`config.mk`:
```
export PLATFORM = sky130hd
export DESIGN_NAME = mem_port_arbiter_flat
export DESIGN_NICKNAME = d
export VERILOG_FILES = /design/src/rtl/mem_port_arbiter_if.sv /design/src/rtl/mem_port_arbiter.sv /design/src/flat_wrapper.sv
export SDC_FILE = /design/constraint.sdc
export NUM_CORES = 1
export LEC_CHECK = 0
export ABC_CLOCK_PERIOD_IN_PS = 2400
export BUFFER_PORTS_ARGS = -buffer_cell sky130_fd_sc_hd__buf_4
export CAP_MARGIN = 20
export CORE_MARGIN = 10
export CORE_UTILIZATION = 35
export CTS_CLUSTER_DIAMETER = 40
export DETAILED_ROUTE_END_ITERATION = 10
export HOLD_SLACK_MARGIN = 0.08
export PLACE_DENSITY = 0.73
export SETUP_SLACK_MARGIN = 0.02
export SYNTH_ARGS = -nofsm -noshare
export SYNTH_HDL_FRONTEND = slang
export SYNTH_SLANG_ARGS = --single-unit
```
`constraint.sdc`:
```
create_clock -name clk -period 2.4 [get_ports clk]
set_input_delay 0.36 -clock clk [delete_from_list [all_inputs] [get_ports clk]]
set_output_delay 0.36 -clock clk [all_outputs]
set_load 0.01 [all_outputs]
```
`src/rtl/mem_port_arbiter_if.sv`:
```
// Signal bundle between the memory-port arbiter, its two requesters (IF, DATA) and memory.
// The master modport is the arbiter's view; slave is the surrounding core/memory view.
interface mem_port_arbiter_if #(
    parameter int AW = 32,
    parameter int DW = 32
);
    logic            if_req;
    logic [AW-1:0]   if_addr;
    logic [DW-1:0]   if_rdata;
    logic            if_done;
    logic            if_err;

    logic            d_req;
    logic            d_we;
    logic [AW-1:0]   d_addr;
    logic [DW-1:0]   d_wdata;
    logic [DW/8-1:0] d_be;
    logic [DW-1:0]   d_rdata;
    logic            d_done;
    logic            d_err;

    logic            mem_req;
    logic            mem_we;
    logic [AW-1:0]   mem_addr;
    logic [DW-1:0]   mem_wdata;
    logic [DW/8-1:0] mem_be;
    logic            mem_ready;
    logic [DW-1:0]   mem_rdata;
    logic            mem_err;

    logic            arb_eqmem;
    logic            memOp_done;
    logic            stall_mem;

    modport master (
        input  if_req, if_addr, d_req, d_we, d_addr, d_wdata, d_be,
               mem_ready, mem_rdata, mem_err,
        output if_rdata, if_done, if_err, d_rdata, d_done, d_err,
               mem_req, mem_we, mem_addr, mem_wdata, mem_be,
               arb_eqmem, memOp_done, stall_mem
    );

    modport slave (
        output if_req, if_addr, d_req, d_we, d_addr, d_wdata, d_be,
               mem_ready, mem_rdata, mem_err,
        input  if_rdata, if_done, if_err, d_rdata, d_done, d_err,
               mem_req, mem_we, mem_addr, mem_wdata, mem_be,
               arb_eqmem, memOp_done, stall_mem
    );
endinterface

```
`src/rtl/mem_port_arbiter.sv`:
```
// Shares one memory port between instruction fetch and load/store. DATA has priority,
// a starvation counter forces an IF grant after STARVE_MAX DATA grants with IF waiting.
module mem_port_arbiter #(
    parameter int AW         = 32,
    parameter int DW         = 32,
    parameter int STARVE_MAX = 4
) (
    input  logic               clk,
    input  logic               nrst,
    mem_port_arbiter_if.master bus
);
    localparam int         BW   = DW / 8;
    localparam logic [3:0] SMAX = 4'(STARVE_MAX);

    typedef enum logic [2:0] {
        S_IDLE,
        S_I_BUSY,
        S_D_BUSY,
        S_I_DONE,
        S_D_DONE
    } state_t;

    state_t          r_state;
    state_t          w_next;
    logic [3:0]      r_starve;
    logic [AW-1:0]   r_addr;
    logic            r_we;
    logic [DW-1:0]   r_wdata;
    logic [BW-1:0]   r_be;
    logic [DW-1:0]   r_if_rdata;
    logic [DW-1:0]   r_d_rdata;
    logic            r_if_err;
    logic            r_d_err;

    logic            w_arb_pt;
    logic            w_if_elig;
    logic            w_d_elig;
    logic            w_grant_d;
    logic            w_grant_i;
    logic            w_busy;

    // The requester served in a DONE cycle is masked so it cannot be issued twice.
    assign w_arb_pt  = (r_state == S_IDLE) || (r_state == S_I_DONE) || (r_state == S_D_DONE);
    assign w_if_elig = bus.if_req && (r_state != S_I_DONE);
    assign w_d_elig  = bus.d_req  && (r_state != S_D_DONE);
    assign w_grant_d = w_arb_pt && w_d_elig && !(w_if_elig && (r_starve == SMAX));
    assign w_grant_i = w_arb_pt && !w_grant_d && w_if_elig;
    assign w_busy    = (r_state == S_I_BUSY) || (r_state == S_D_BUSY);

    always_ff @(posedge clk or negedge nrst) begin
        if (!nrst) begin
            r_state <= S_IDLE;
        end else begin
            r_state <= w_next;
        end
    end

    always_comb begin
        w_next = r_state;
        case (r_state)
            S_I_BUSY: if (bus.mem_ready) w_next = S_I_DONE;
            S_D_BUSY: if (bus.mem_ready) w_next = S_D_DONE;
            default: begin
                if (w_grant_d)      w_next = S_D_BUSY;
                else if (w_grant_i) w_next = S_I_BUSY;
                else                w_next = S_IDLE;
            end
        endcase
    end

    always_ff @(posedge clk or negedge nrst) begin
        if (!nrst) begin
            r_starve <= 4'd0;
        end else if (w_grant_i || (w_arb_pt && !bus.if_req)) begin
            r_starve <= 4'd0;
        end else if (w_grant_d && bus.if_req && (r_starve != SMAX)) begin
            r_starve <= r_starve + 4'd1;
        end
    end

    // Transfer fields are frozen at the grant edge; requester inputs are ignored afterwards.
    always_ff @(posedge clk or negedge nrst) begin
        if (!nrst) begin
            r_addr     <= '0;
            r_we       <= 1'b0;
            r_wdata    <= '0;
            r_be       <= '0;
            r_if_rdata <= '0;
            r_if_err   <= 1'b0;
            r_d_rdata  <= '0;
            r_d_err    <= 1'b0;
        end else begin
            if (w_grant_d) begin
                r_addr  <= bus.d_addr;
                r_we    <= bus.d_we;
                r_wdata <= bus.d_wdata;
                r_be    <= bus.d_be;
            end else if (w_grant_i) begin
                r_addr  <= bus.if_addr;
                r_we    <= 1'b0;
                r_wdata <= '0;
                r_be    <= '1;
            end
            if (bus.mem_ready && (r_state == S_I_BUSY)) begin
                r_if_rdata <= bus.mem_rdata;
                r_if_err   <= bus.mem_err;
            end
            if (bus.mem_ready && (r_state == S_D_BUSY)) begin
                r_d_rdata <= bus.mem_rdata;
                r_d_err   <= bus.mem_err;
            end
        end
    end

    assign bus.mem_req    = w_busy;
    assign bus.mem_we     = w_busy && r_we;
    assign bus.mem_addr   = r_addr;
    assign bus.mem_wdata  = r_wdata;
    assign bus.mem_be     = r_be;

    assign bus.if_done    = (r_state == S_I_DONE);
    assign bus.if_rdata   = r_if_rdata;
    assign bus.if_err     = r_if_err;
    assign bus.d_done     = (r_state == S_D_DONE);
    assign bus.d_rdata    = r_d_rdata;
    assign bus.d_err      = r_d_err;

    assign bus.arb_eqmem  = (r_state == S_D_BUSY) || (r_state == S_D_DONE);
    assign bus.memOp_done = (r_state == S_D_DONE);
    assign bus.stall_mem  = bus.if_req && (r_state != S_I_DONE);
endmodule
```
`src/flat_wrapper.sv`:
```
// flat-port wrapper written by rule: the top's interface ports become plain ports
module mem_port_arbiter_flat 
#(
    parameter int AW         = 32,
    parameter int DW         = 32,
    parameter int STARVE_MAX = 4
)
  (clk, nrst, bus_if_req, bus_if_addr, bus_d_req, bus_d_we, bus_d_addr, bus_d_wdata, bus_d_be, bus_mem_ready, bus_mem_rdata, bus_mem_err, bus_if_rdata, bus_if_done, bus_if_err, bus_d_rdata, bus_d_done, bus_d_err, bus_mem_req, bus_mem_we, bus_mem_addr, bus_mem_wdata, bus_mem_be, bus_arb_eqmem, bus_memOp_done, bus_stall_mem);
  mem_port_arbiter_if #(.AW(AW), .DW(DW)) bus_i ();
  input  logic clk;
  input  logic nrst;
  input wire logic [$bits(bus_i.if_req)-1:0] bus_if_req;
  input wire logic [$bits(bus_i.if_addr)-1:0] bus_if_addr;
  input wire logic [$bits(bus_i.d_req)-1:0] bus_d_req;
  input wire logic [$bits(bus_i.d_we)-1:0] bus_d_we;
  input wire logic [$bits(bus_i.d_addr)-1:0] bus_d_addr;
  input wire logic [$bits(bus_i.d_wdata)-1:0] bus_d_wdata;
  input wire logic [$bits(bus_i.d_be)-1:0] bus_d_be;
  input wire logic [$bits(bus_i.mem_ready)-1:0] bus_mem_ready;
  input wire logic [$bits(bus_i.mem_rdata)-1:0] bus_mem_rdata;
  input wire logic [$bits(bus_i.mem_err)-1:0] bus_mem_err;
  output wire logic [$bits(bus_i.if_rdata)-1:0] bus_if_rdata;
  output wire logic [$bits(bus_i.if_done)-1:0] bus_if_done;
  output wire logic [$bits(bus_i.if_err)-1:0] bus_if_err;
  output wire logic [$bits(bus_i.d_rdata)-1:0] bus_d_rdata;
  output wire logic [$bits(bus_i.d_done)-1:0] bus_d_done;
  output wire logic [$bits(bus_i.d_err)-1:0] bus_d_err;
  output wire logic [$bits(bus_i.mem_req)-1:0] bus_mem_req;
  output wire logic [$bits(bus_i.mem_we)-1:0] bus_mem_we;
  output wire logic [$bits(bus_i.mem_addr)-1:0] bus_mem_addr;
  output wire logic [$bits(bus_i.mem_wdata)-1:0] bus_mem_wdata;
  output wire logic [$bits(bus_i.mem_be)-1:0] bus_mem_be;
  output wire logic [$bits(bus_i.arb_eqmem)-1:0] bus_arb_eqmem;
  output wire logic [$bits(bus_i.memOp_done)-1:0] bus_memOp_done;
  output wire logic [$bits(bus_i.stall_mem)-1:0] bus_stall_mem;
  assign bus_i.if_req = bus_if_req;
  assign bus_i.if_addr = bus_if_addr;
  assign bus_i.d_req = bus_d_req;
  assign bus_i.d_we = bus_d_we;
  assign bus_i.d_addr = bus_d_addr;
  assign bus_i.d_wdata = bus_d_wdata;
  assign bus_i.d_be = bus_d_be;
  assign bus_i.mem_ready = bus_mem_ready;
  assign bus_i.mem_rdata = bus_mem_rdata;
  assign bus_i.mem_err = bus_mem_err;
  assign bus_if_rdata = bus_i.if_rdata;
  assign bus_if_done = bus_i.if_done;
  assign bus_if_err = bus_i.if_err;
  assign bus_d_rdata = bus_i.d_rdata;
  assign bus_d_done = bus_i.d_done;
  assign bus_d_err = bus_i.d_err;
  assign bus_mem_req = bus_i.mem_req;
  assign bus_mem_we = bus_i.mem_we;
  assign bus_mem_addr = bus_i.mem_addr;
  assign bus_mem_wdata = bus_i.mem_wdata;
  assign bus_mem_be = bus_i.mem_be;
  assign bus_arb_eqmem = bus_i.arb_eqmem;
  assign bus_memOp_done = bus_i.memOp_done;
  assign bus_stall_mem = bus_i.stall_mem;
  mem_port_arbiter #(.AW(AW), .DW(DW), .STARVE_MAX(STARVE_MAX)) u_core (.clk(clk), .nrst(nrst), .bus(bus_i));
endmodule
```
==> After elaboration in Yosys (flattened, before gate mapping) <==
Cells that the tools add are included.
{ "word_totals": {"regBits": 142, "inputBits": 139, "out_inout_bits": 141, "word_cells": 61} }
{ "op_classes": {"add_sub_neg": 1, "eq_ne": 10, "mux": 15, "reduce_logical": 25} }
{ "op_table": {"columns": ["op", "count"], "rows": [
  ["32-bit 2-to-1 mux", 4],
  ["4-bit 2-to-1 mux", 4],
  ["1-bit logical AND", 13],
  ["3-bit 2-to-1 mux", 3],
  ["3-bit by 2-bit equality test with 1-bit output, second input constant", 2],
  ["3-bit one-hot mux with 2 select lines", 1],
  ["1-bit logical OR", 5],
  ["4-bit by 1-bit adder with 4-bit output, second input constant", 1],
  ["4-bit by 3-bit equality test with 1-bit output, second input constant", 1],
  ["2-bit != test, second input constant", 2],
  ["4-bit by 3-bit != test with 1-bit output, second input constant", 1],
  ["2-bit nonzero test", 2],
  ["3-bit by 1-bit equality test with 1-bit output, second input constant", 1],
  ["3-bit equality test, second input constant", 1],
  ["1-bit zero test", 3],
  ["3-bit zero test", 1],
  ["1-bit 2-to-1 mux", 3],
  ["3-bit by 2-bit != test with 1-bit output, second input constant", 1],
  ["3-bit != test, second input constant", 1],
  ["2-bit AND reduction", 1]
]} }

==> Logic depth before layout (Yosys ltp) <==
{ "depth": {"depth_word": 11, "ltp_mapped": 8, "mapped_depth_nobuf": 6} }

==> Worst setup path before layout <==
Ideal clock, no wire load.
{ "synth_timing": {"path_kind": "reg2reg", "start": "reg u_core.r_state[0]", "end": "reg u_core.r_d_rdata[10] (netlist: u_core.bus.d_rdata[10])", "setup_ps": 125, "t_arrival_ps": 1591, "required_ps": 2275, "setup_slack_ps": 684, "stages_incl_launch_ff": 6, "path_buffers": 2, "synth_period_minus_slack_ps": 1716, "path_cell_list": "dfrtp_1 > buf_2 > nand2b_4 > nor3b_4 > buf_6 > mux2_2"} }
{ "synth_via": {"elab_chain_cells": 2} }
{ "synth_lines": {"columns": ["item", "line_no", "text"], "rows": [
  ["start, declared", "mem_port_arbiter.sv:23", "state_t r_state;"],
  ["start signal, assigned", "mem_port_arbiter.sv:54", "r_state <= w_next;"],
  ["3-bit by 2-bit equality test with 1-bit output", "mem_port_arbiter.sv:108", "if (bus.mem_ready && (r_state == S_D_BUSY)) begin"],
  ["1-bit logical AND", "mem_port_arbiter.sv:108", null],
  ["end signal, assigned", "mem_port_arbiter.sv:109", "r_d_rdata <= bus.mem_rdata;"],
  ["end, declared", "mem_port_arbiter.sv:31", "logic [DW-1:0] r_d_rdata;"]
]} }
Every way passes these cells.
A chain may end at the register's enable or synchronous reset.

==> Worst setup path after layout <==
{ "layout_timing": {"start": "reg u_core.r_state[0]", "end": "out bus_stall_mem"} }
{ "layout_via": {"elab_chain_cells": 2} }
{ "layout_lines": {"columns": ["item", "line_no", "text"], "rows": [
  ["3-bit by 2-bit != test with 1-bit output", "mem_port_arbiter.sv:130", "assign bus.stall_mem = bus.if_req && (r_state != S_I_DONE);"],
  ["1-bit logical AND", "mem_port_arbiter.sv:130", null],
  ["end, declared", "flat_wrapper.sv:35", "output wire logic [$bits(bus_i.stall_mem)-1:0] bus_stall_mem;"]
]} }
Every way passes these cells.

==> results.toml <==
[setup_path]
timing.rr.start = "u_core.r_starve[0]$_DFFE_PN0P_"
rr_worst_depth = 7
crit_path_start = "u_core.r_state[0]$_DFFE_PN0P_"
setup.worst_path.end = "bus_stall_mem"
end_kind = "output port"
start_kind = "register"
cp_max_fo = 13
critPathRequiredTime_ps = 2040
r2r_end = "u_core.bus.mem_be[1]$_DFFE_PN0P_"
critical_path_class = "register to output port"
cp.arrival_ps = 1810
rrSetupSlack_ps = 390

[sta]
worst_slew_pin_slew_ps = 483
finalCritPeriodShare = 0.903
maxSlewViolCount = 0
holdWs_ps = 156
setup_ws_ps = 232
finalHoldViolations = 0
tns_ps = 0
timing.slew.headroom = 0.678
rsz0062_at_grt = "no"
fin_skew_ps = 7.53
period_needed_ps = 2170
fmax_mhz = 461
finalSetupViolCount = 0

[pwr]
power_leakage_nw = 4.20
netSwitchingFraction = 0.354
internal-power_mw = 7.84
finalPower_mw = 12.1
ir_drop_mv = 0.651
pwr-share-clk = 0.214
pwr_density_cell_nw_per_um2 = 1380
switchingPower_mw = 4.31
p_seq_frac = 0.350
power_frac_comb = 0.436

[floorplanning]
dieArea_um2 = 22400
core_um2 = 16500
die_h_um = 150
ioPinCount = 280
die_w_um = 150
initial_utilization = 0.356
num_rows = 47

[global_route]
antenna_found_initial = 0
track_usage = 0.164
grt_pass1_vias = 5113
grt_max_degree = 58
gr-total-overflow = 0
grt_pass1_wl_um = 29000

[route]
finalWirelength_um = 18900
ant_nets = 0
first_pass_iters = 4
drt_iter0_drc = 245
wl_per_cell_um = 20.0
vias = 4615
drc = 0
post_drt_via_cell_ratio = 4.86

[cts]
clock-root-buffer = "clkbuf_16"
cts.sinks = 142
clockBufferDepth = 2
cts_tree = "built"
clock_latency_ps = 410
numCtsBuffers = 17
cts_post_setup_buffers_inserted = 0
cts.reportedPaths.clkPinSlew_ps = 60
h-tree-depth = 4

[layout]
drive_gt1_frac = 0.543
syn_to_final_growth_pct = 49.5
post-route-cell-area_um2 = 8790
insertedDiodeCount = 0
seq_area_um2 = 3550
filler_cell_count = 1389
final_cells = 949
fin_util = 0.532
layout.nets = 857
multi_input_area_um2 = 2100

[yosys]
syn_area_um2 = 5880
avgSynthCellArea_um2 = 13.4
yosysWarnings = 0
netlist_instances = 439
yosysSeqAreaShare = 0.604
ys_types = 41
syn_nets = 580
ys_ff_latch = 142

[place]
placed_area_um2 = 8190
place_hpwl_um = 14500
routabilityCongestion = 0.836
place_ws_ps = 392
dp.cells = 916
io_buffers = 279

[run_status]
status = "completed"

[job]
drv_cap = 0

[min_path]
hold_class = "input port to register"
[how the worst min path moves through the flow]
stage	cells after the start	end	slack, ps	from
floorplan	0	u_core.bus.d_err$_DFFE_PN0P_	60	nrst
global placement	1	u_core.bus.d_rdata[30]$_DFFE_PN0P_	310	nrst
detailed placement	1	u_core.bus.d_rdata[0]$_DFFE_PN0P_	320	nrst
CTS	3	u_core.bus.mem_addr[23]$_DFFE_PN0P_	140	bus_d_addr[23]
global route	3	u_core.bus.mem_addr[22]$_DFFE_PN0P_	150	bus_d_addr[22]
finish	3	u_core.bus.mem_addr[23]$_DFFE_PN0P_	160	bus_d_addr[23]
[Yosys cell counts, drive strengths merged]
| cell type | number | area [um^2] |
|---|---|---|
| nor2 | 7 | 33.8 |
| and4 | 1 | 8.76 |
| clkbuf | 4 | 15.0 |
| nand2 | 41 | 154 |
| or3b | 1 | 8.76 |
| o22ai | 1 | 6.26 |
| nand3b | 2 | 15.0 |
| a311oi | 1 | 15.0 |
| and3b | 1 | 8.76 |
| nand4 | 2 | 12.5 |
| a21oi | 8 | 51.3 |
| inv | 6 | 22.5 |
| a22o | 33 | 289 |
| ha | 2 | 25.0 |
| nand3 | 1 | 5.00 |
| a31oi | 3 | 18.8 |
| xor2 | 1 | 8.76 |
| nor3 | 2 | 10.0 |
| a41oi | 1 | 8.76 |
| a211oi | 2 | 15.0 |
| and2 | 1 | 6.26 |
| xnor2 | 2 | 25.0 |
| nand2b | 2 | 20.0 |
| mux2 | 66 | 743 |
| and3 | 2 | 12.5 |
| a21o | 1 | 7.51 |
| o21ai | 37 | 185 |
| o21ba | 1 | 10.0 |
| mux2i | 32 | 320 |
| buf | 26 | 208 |
| nor3b | 1 | 18.8 |
| o2bb2ai | 1 | 8.76 |
| nor2b | 5 | 31.3 |
| dfrtp | 142 | 3550 |
[routing by layer]
layer / global-route usage / vias to the layer above / wire length, um
li1: - / 2120 / -
met1: 0.193 / 2225 / 7720
met2: 0.250 / 245 / 8340
met3: 0.0885 / 25 / 2510
met4: 0.0569 / 0 / 370
met5: 0 / - / 0
[registers in the layout, summed over array words and instances, names as in the netlist]
| signal | cells |
|---|---|
| u_core.bus.mem_addr | 32 |
| u_core.bus.d_rdata | 32 |
| u_core.r_state | 3 |
| u_core.bus.mem_be | 4 |
| u_core.bus.d_err | 1 |
| u_core.r_we | 1 |
| u_core.r_starve | 4 |
| u_core.bus.if_err | 1 |
| u_core.bus.if_rdata | 32 |
| u_core.bus.mem_wdata | 32 |
[critical path: stages, from the launching register on]
cell and delay [ps]:
dfrtp_1 640, nand2_1 220, nor2_1 310, nor2b_1 80
buf_4 150
[cells in the final DEF, fill, tap and decap left out, drive strengths merged, types with 3 or more instances in the layout]
master    instances
nor2b             5
clkbuf           18
inv              13
mux2             66
o21ai            37
nor2              7
buf             287
dfrtp           142
mux2i            32
clkinvlp          4
nand2            41
a21oi             8
a31oi             3
a22o             33
[layout make-up]
cell class | count | share of cell area
flip-flops and latches | 142 | 0.404
clock inverters | 14 | 0.0169
clock buffers | 18 | 0.0499
multi-input cells | 261 | 0.238
repair buffers | 288 | 0.257
inverters | 6 | 0.00256
well taps | 220 | 0.0313
[timing repair]
| item | 4_1_cts | 5_1_grt |
|---|---|---|
| gates resized for setup | 0 | 1 |
| setup endpoints to repair | 0 | 1 |
| hold endpoints to repair | 41 | 0 |
| hold buffers | 1 | 0 |
[power groups by stage]
stage	Sequential (mW)	Clock (mW)	Combinational, mW
2_1_floorplan	4.63	0	2.31
3_3_place_gp	4.18	0	5.26
3_5_place_dp	4.26	0	5.40
4_1_cts	4.24	2.68	5.41
5_1_grt	4.38	2.79	5.79
6_report	4.25	2.60	5.29
[logic make-up (layout without fill, tap and decap cells)]
kind of cell	Yosys count	in the layout	synth area share
AOI/OAI and AO/OA	89	89	0.105
xor gates and xnor gates	3	3	0.00574
adders and majority gates	2	2	0.00425
buffers and inverters	36	326	0.0417
DFF	142	142	0.604
muxes	98	98	0.181
and+or+nand+nor	69	69	0.0587
Power figures use the tool's default switching activity.
